$ cat src/rtl/reflet_dma_pkg.sv
// Shared constants and state encoding for the reflet word-copy DMA engine.
package reflet_dma_pkg;
    localparam int WORDSIZE       = 16;
    localparam int BASE_ADDR_SIZE = 15;
    localparam logic [BASE_ADDR_SIZE-1:0] BASE_ADDR = 15'h7F40;
    localparam logic [WORDSIZE-1:0]       ADDR_STEP = 16'(WORDSIZE / 8);

    localparam logic [2:0] REG_SRC_LO = 3'd0;
    localparam logic [2:0] REG_SRC_HI = 3'd1;
    localparam logic [2:0] REG_DST_LO = 3'd2;
    localparam logic [2:0] REG_DST_HI = 3'd3;
    localparam logic [2:0] REG_LEN_LO = 3'd4;
    localparam logic [2:0] REG_LEN_HI = 3'd5;
    localparam logic [2:0] REG_CTRL   = 3'd6;
    localparam int         NUM_REGS   = 7;

    localparam int CTRL_START  = 0;
    localparam int CTRL_IRQ_EN = 1;
    localparam int CTRL_DONE   = 2;

    typedef enum logic [2:0] {
        IDLE,
        HOLD,
        RD,
        WAIT,
        WR,
        FINISH
    } state_t;
endpackage

$ cat src/rtl/reflet_dma_if.sv
// Peripheral register window plus initiator bus signals of the DMA engine.
interface reflet_dma_if;
    import reflet_dma_pkg::*;

    logic                      enable;
    logic [BASE_ADDR_SIZE-1:0] addr;
    logic [7:0]                data_in;
    logic [7:0]                data_out;
    logic                      write_en;
    logic                      cpu_hold;
    logic                      bus_owner;
    logic [WORDSIZE-1:0]       m_addr;
    logic [WORDSIZE-1:0]       m_data_out;
    logic [WORDSIZE-1:0]       m_data_in;
    logic                      m_write_en;
    logic                      irq;

    modport slave (
        input  enable, addr, data_in, write_en, m_data_in,
        output data_out, cpu_hold, bus_owner, m_addr, m_data_out, m_write_en, irq
    );

    modport master (
        output enable, addr, data_in, write_en, m_data_in,
        input  data_out, cpu_hold, bus_owner, m_addr, m_data_out, m_write_en, irq
    );
endinterface

$ cat src/rtl/reflet_dma_regs.sv
// Byte-wide register file of the DMA: address decode, write strobes and read mux.
module reflet_dma_regs
    import reflet_dma_pkg::*;
(
    input  logic                      clk,
    input  logic                      reset,
    input  logic                      enable,
    input  logic [BASE_ADDR_SIZE-1:0] addr,
    input  logic [7:0]                data_in,
    input  logic                      write_en,
    input  logic                      busy,
    input  logic                      step,
    input  logic                      set_done,
    output logic [7:0]                data_out,
    output logic [WORDSIZE-1:0]       src,
    output logic [WORDSIZE-1:0]       dst,
    output logic [WORDSIZE-1:0]       len,
    output logic                      irq_en,
    output logic                      done,
    output logic                      start
);
    logic [BASE_ADDR_SIZE-1:0] offset;
    logic                      in_range;
    logic [2:0]                sel;
    logic                      wr;
    logic                      ctrl_wr;

    // Addresses below the window wrap to large offsets and fall out of range.
    assign offset   = addr - BASE_ADDR;
    assign in_range = offset < BASE_ADDR_SIZE'(NUM_REGS);
    assign sel      = offset[2:0];
    assign wr       = enable & write_en & in_range;
    assign ctrl_wr  = wr & (sel == REG_CTRL);
    assign start    = ctrl_wr & data_in[CTRL_START] & ~busy;

    always_ff @(posedge clk) begin
        if (!reset) begin
            src    <= '0;
            dst    <= '0;
            len    <= '0;
            irq_en <= 1'b0;
            done   <= 1'b0;
        end else begin
            if (step) begin
                src <= src + ADDR_STEP;
                dst <= dst + ADDR_STEP;
                len <= len - 16'd1;
            end else if (wr && !busy) begin
                case (sel)
                    REG_SRC_LO: src[7:1]  <= data_in[7:1];
                    REG_SRC_HI: src[15:8] <= data_in;
                    REG_DST_LO: dst[7:1]  <= data_in[7:1];
                    REG_DST_HI: dst[15:8] <= data_in;
                    REG_LEN_LO: len[7:0]  <= data_in;
                    REG_LEN_HI: len[15:8] <= data_in;
                    default: ;
                endcase
            end
            if (ctrl_wr) irq_en <= data_in[CTRL_IRQ_EN];
            if (set_done) done <= 1'b1;
            else if (start || (ctrl_wr && data_in[CTRL_DONE])) done <= 1'b0;
        end
    end

    always_comb begin
        data_out = '0;
        if (enable && in_range) begin
            case (sel)
                REG_SRC_LO: data_out = src[7:0];
                REG_SRC_HI: data_out = src[15:8];
                REG_DST_LO: data_out = dst[7:0];
                REG_DST_HI: data_out = dst[15:8];
                REG_LEN_LO: data_out = len[7:0];
                REG_LEN_HI: data_out = len[15:8];
                REG_CTRL:   data_out = {5'b0, done, irq_en, busy};
                default:    data_out = '0;
            endcase
        end
    end
endmodule

$ cat src/rtl/reflet_dma.sv
// Memory-to-memory word copy engine: freezes the CPU and drives the system bus per word.
// state  | meaning
// IDLE   | waiting for START
// HOLD   | CPU frozen, its in-flight access drains
// RD     | source address on bus
// WAIT   | source word arrives and is latched
// WR     | latched word written to destination, pointers advance
// FINISH | DONE set, CPU released
module reflet_dma
    import reflet_dma_pkg::*;
(
    input  logic         clk,
    input  logic         reset,
    reflet_dma_if.slave  bus
);
    state_t              state, state_next;
    logic [WORDSIZE-1:0] src, dst, len, word_q;
    logic                irq_en, done, start, busy, step, set_done;
    logic                cpu_hold_q, bus_owner, m_write_en;
    logic [WORDSIZE-1:0] m_addr, m_data_out;

    assign busy = (state != IDLE);

    reflet_dma_regs u_regs (
        .clk      (clk),
        .reset    (reset),
        .enable   (bus.enable),
        .addr     (bus.addr),
        .data_in  (bus.data_in),
        .write_en (bus.write_en),
        .busy     (busy),
        .step     (step),
        .set_done (set_done),
        .data_out (bus.data_out),
        .src      (src),
        .dst      (dst),
        .len      (len),
        .irq_en   (irq_en),
        .done     (done),
        .start    (start)
    );

    always_ff @(posedge clk) begin
        if (!reset) begin
            state      <= IDLE;
            cpu_hold_q <= 1'b0;
            word_q     <= '0;
        end else begin
            state      <= state_next;
            cpu_hold_q <= (state_next != IDLE);
            if (state == WAIT) word_q <= bus.m_data_in;
        end
    end

    always_comb begin
        state_next = state;
        step       = 1'b0;
        set_done   = 1'b0;
        bus_owner  = 1'b0;
        m_addr     = '0;
        m_data_out = '0;
        m_write_en = 1'b0;
        case (state)
            IDLE:   if (start) state_next = HOLD;
            HOLD:   state_next = (len == '0) ? FINISH : RD;
            RD: begin
                bus_owner  = 1'b1;
                m_addr     = src;
                state_next = WAIT;
            end
            WAIT: begin
                bus_owner  = 1'b1;
                m_addr     = src;
                state_next = WR;
            end
            WR: begin
                bus_owner  = 1'b1;
                m_addr     = dst;
                m_data_out = word_q;
                m_write_en = 1'b1;
                step       = 1'b1;
                state_next = (len == 16'd1) ? FINISH : RD;
            end
            FINISH: begin
                set_done   = 1'b1;
                state_next = IDLE;
            end
            default: state_next = IDLE;
        endcase
    end

    assign bus.cpu_hold   = cpu_hold_q;
    assign bus.bus_owner  = bus_owner;
    assign bus.m_addr     = m_addr;
    assign bus.m_data_out = m_data_out;
    assign bus.m_write_en = m_write_en;
    assign bus.irq        = done & irq_en;
endmodule

$ cat src/flat_wrapper.sv
// flat-port wrapper written by rule: the top's interface ports become plain ports
module reflet_dma_flat import reflet_dma_pkg::*;
  (clk, reset, bus_enable, bus_addr, bus_data_in, bus_write_en, bus_m_data_in, bus_data_out, bus_cpu_hold, bus_bus_owner, bus_m_addr, bus_m_data_out, bus_m_write_en, bus_irq);
  reflet_dma_if bus_i ();
  input  logic clk;
  input  logic reset;
  input wire logic [$bits(bus_i.enable)-1:0] bus_enable;
  input wire logic [$bits(bus_i.addr)-1:0] bus_addr;
  input wire logic [$bits(bus_i.data_in)-1:0] bus_data_in;
  input wire logic [$bits(bus_i.write_en)-1:0] bus_write_en;
  input wire logic [$bits(bus_i.m_data_in)-1:0] bus_m_data_in;
  output wire logic [$bits(bus_i.data_out)-1:0] bus_data_out;
  output wire logic [$bits(bus_i.cpu_hold)-1:0] bus_cpu_hold;
  output wire logic [$bits(bus_i.bus_owner)-1:0] bus_bus_owner;
  output wire logic [$bits(bus_i.m_addr)-1:0] bus_m_addr;
  output wire logic [$bits(bus_i.m_data_out)-1:0] bus_m_data_out;
  output wire logic [$bits(bus_i.m_write_en)-1:0] bus_m_write_en;
  output wire logic [$bits(bus_i.irq)-1:0] bus_irq;
  assign bus_i.enable = bus_enable;
  assign bus_i.addr = bus_addr;
  assign bus_i.data_in = bus_data_in;
  assign bus_i.write_en = bus_write_en;
  assign bus_i.m_data_in = bus_m_data_in;
  assign bus_data_out = bus_i.data_out;
  assign bus_cpu_hold = bus_i.cpu_hold;
  assign bus_bus_owner = bus_i.bus_owner;
  assign bus_m_addr = bus_i.m_addr;
  assign bus_m_data_out = bus_i.m_data_out;
  assign bus_m_write_en = bus_i.m_write_en;
  assign bus_irq = bus_i.irq;
  reflet_dma u_core (.clk(clk), .reset(reset), .bus(bus_i));
endmodule
$ cat config.mk
export PLATFORM = sky130hd
export DESIGN_NAME = reflet_dma_flat
export DESIGN_NICKNAME = d
export VERILOG_FILES = /design/src/rtl/reflet_dma_pkg.sv /design/src/rtl/reflet_dma_if.sv /design/src/rtl/reflet_dma_regs.sv /design/src/rtl/reflet_dma.sv /design/src/flat_wrapper.sv
export SDC_FILE = /design/constraint.sdc
export NUM_CORES = 1
export LEC_CHECK = 0
export CAP_MARGIN = 20
export CORE_MARGIN = 2
export CORE_UTILIZATION = 50
export CTS_CLUSTER_DIAMETER = 150
export DETAILED_ROUTE_END_ITERATION = 8
export PLACE_DENSITY_LB_ADDON = 0.25
export SETUP_SLACK_MARGIN = 0.4
export SLEW_MARGIN = 20
export SYNTH_ARGS = -nofsm -noshare
export SYNTH_HDL_FRONTEND = slang
export SYNTH_SLANG_ARGS = --single-unit
$ cat constraint.sdc
create_clock -name clk -period 4.7 [get_ports clk]
set_input_delay 0.705 -clock clk [delete_from_list [all_inputs] [get_ports clk]]
set_output_delay 0.705 -clock clk [all_outputs]
set_load 0.05 [all_outputs]
==> impl_metrics.tcl <==
set metrics [dict create \
    avgSynthCellArea_um2 7.328 \
    cts_resized 0 \
    die_area_um2 9683 \
    io_buffers 85 \
    synth-seq-area-share_pct 30.55 \
    vias 5029 \
    yosys.area.top_type "dfxtp_1" \
    crit_path_start_kind "input pin" \
    synthTopCellsByArea "dfxtp_1, a21oi_1, nand2_1" \
    grt_pass1_wl_um 23430 \
    vias_per_cell 6.423 \
    syn_inst 608 \
    clock_latency_ns 0.35 \
    routedWlPerCell_um 18.65 \
    clockBufferDepth 2 \
    grt_max_degree 44 \
    syn-cell-area_um2 4456 \
    routed_wl_um 14600 \
    ys_seq_elements 68 \
    endpoint_kind "primary output" \
    p_per_area_nw_per_um2 209.5 \
    slew_viol_final 0 \
    cts_buffers 9 \
    hold_end "u_core.word_q[5]" \
    ys_async_sr_fraction_pct 0 \
    max_slew_margin_pct 37.09 \
    yosysUniqueCellTypes 59 \
    cts_setup_buffers 0 \
    grt_pass1_vias 4609 \
    r2r_slack_ns 2.09 \
    grt-ovfl-total 0 \
    arrival_ns 3.29 \
    firstDrtPassIters 6 \
    power_w 0.001175 \
    status "finished clean" \
    hold_depth 2 \
    place_hpwl_um 10310 \
    antenna_found_initial 0 \
    worstHoldStart "u_core.word_q[5]" \
    final-setup-viol-count 0 \
    placed_cell_area_um2 5411 \
    drive_above_1_share_pct 8.000 \
    rows 34 \
    rsz0062_at_grt "false" \
    gp_congestion 0.9923 \
    finalCritPeriodShare_pct 85.08 \
    worstPathCellList "clkdlybuf4s50_1 -> inv_1 -> ha_1 -> nand4b_1 -> nor4_1 -> nand4_2 -> buf_4 -> or2_1 -> a211oi_1 -> buf_12" \
    tritoncts "yes" \
    drc 0 \
    core_um2 8678 \
    maxCapViolCount 0 \
    diodes 0 \
    grtUsageTotal_pct 30.01 \
    synth-edff-count 0 \
    ir_drop_uv 132.7 \
    cp_max_fo 13 \
    top_level_ports 87 \
    root_buffer "clkbuf_8" \
    cts_max_level 3 \
    worst_pin_slew_ns 0.9396 \
    die_y_um 98.40 \
    synth_top_cell_area_share_pct 30.55 \
    cts.clk_slew.worst_paths_ns 0.08 \
    start_util_pct 51.34 \
    slowest_stage "clkdlybuf4s50_1" \
    worstPathRequired_ns 3.99 \
    final_area_um2 5610 \
    fin_crit_ns 3.999 \
    power.leakage_nw 1.931 \
    crit_type "in2out" \
    r2r_start "u_core.state[2]" \
    finalHoldViolCount 0 \
    fmax_mhz 250.1 \
    die_w_um 98.40 \
    rr_endpoint "u_core.u_regs.len[11]" \
    ys_warn_count 0 \
    reg2reg_depth 8 \
    drtIter0Drc 550 \
    finalSetupTns_ns 0 \
    fin_nets 718 \
    syn_nets 656 \
    area_delta_synth_final_pct 25.92 \
    clock_skew_ns 0.01106 \
    cts.sinks 68 \
    slowest_delay_ns 0.51 \
    ant_nets 0 \
    hold_class "reg2reg" \
    cts_hold_buf 0 \
    synthFlopType "dfxtp_1" \
]
[cells in the mapped netlist, drive strengths merged, types with 4 or more instances]
cell / n
a22o: 13
buf: 9
nor2b: 6
nor4: 10
nand3b: 7
o21ai: 19
and3: 8
nand4: 6
mux2: 8
inv: 13
a211oi: 5
or3: 8
nor3: 18
ha: 5
and2: 20
or4: 5
a22oi: 8
nand3: 45
a31oi: 28
a21oi: 66
o211ai: 7
nand2: 77
clkbuf: 36
nor2: 56
xnor2: 4
nand2b: 5
mux2i: 15
dfxtp: 68
[layer usage]
| metal | global-route usage (%) | vias up | wire length, um |
|---|---|---|---|
| met5 | 0 | - | 0 |
| met4 | 11.59 | 0 | 519 |
| met3 | 6.586 | 39 | 1557 |
| met2 | 47.36 | 323 | 6640 |
| met1 | 40.17 | 2328 | 5885 |
| li1 | - | 2339 | - |
[layout make-up]
type,count,area [um^2]
fill,764,3068
multi-input combinational,481,2849
sequential,68,1361
timing repair buffer,96,1013
tap,108,135.1
clock buffer,9,123.9
clock inverter,7,75.07
inverter,14,52.55
[cells by family after synthesis]
kind of cell,share of synthesized area (%)
simple gates,31.87
compound gates,23.20
flops,30.55
buf+inv,5.504
mux,6.403
fa+ha+maj,1.404
xor+xnor,0.9828
other cells,0.08417
[layout by cell type, fill, tap and decap left out, drive strengths merged, types with 10 or more instances in the layout]
master / instances
nand2: 77
clkdlybuf4s50: 77
dfxtp: 68
a21oi: 66
nor2: 56
nand3: 45
a31oi: 28
and2: 20
o21ai: 19
buf: 19
nor3: 18
mux2i: 15
inv: 14
a22o: 13
nor4: 10
[state kept, by name, summed over array words and instances, names as in the netlist]
register	cells
u_core.u_regs.irq_en	1
u_core.bus.cpu_hold	1
u_core.u_regs.done	1
u_core.u_regs.src	15
u_core.u_regs.len	16
u_core.u_regs.dst	15
u_core.word_q	16
u_core.state	3
[critical path: cells and delay by family]
family                     cells  cell delay (ns)
AOI/OAI and AO/OA              1             0.40
adders and majority gates      1             0.27
buffers and inverters          4             0.96
and+or+nand+nor                4             0.96
[worst max path at each step]
stage	from	endpoint	slack (ns)
4_1_cts	bus_addr[6]	bus_data_out[3]	0.71
2_1_floorplan	bus_addr[6]	bus_data_out[3]	0.67
3_5_place_dp	bus_addr[6]	bus_data_out[3]	0.72
5_1_grt	bus_addr[6]	bus_data_out[3]	0.55
6_report	bus_addr[6]	bus_data_out[3]	0.70
3_3_place_gp	bus_addr[6]	bus_data_out[3]	0.78
[power by group]
part / switching, W / internal, W
Clock: 0.000250 / 0.000248
Sequential: 0.0000000146 / 0.000575
Combinational: 0.0000578 / 0.0000443
[through the flow]
stage	hold slack (ns)	utilization, %	instances	setup WS [ns]
global route	0.4919	64.65	783	0.5454
finish	0.4510	64.65	783	0.7013
global placement	0.4377	62.36	767	0.7790
detailed placement	0.4433	62.36	767	0.7246
floorplan	0.4317	-	608	0.6695
CTS	0.4545	64.65	783	0.7110
Note: power is estimated with default switching activity, not from simulation.
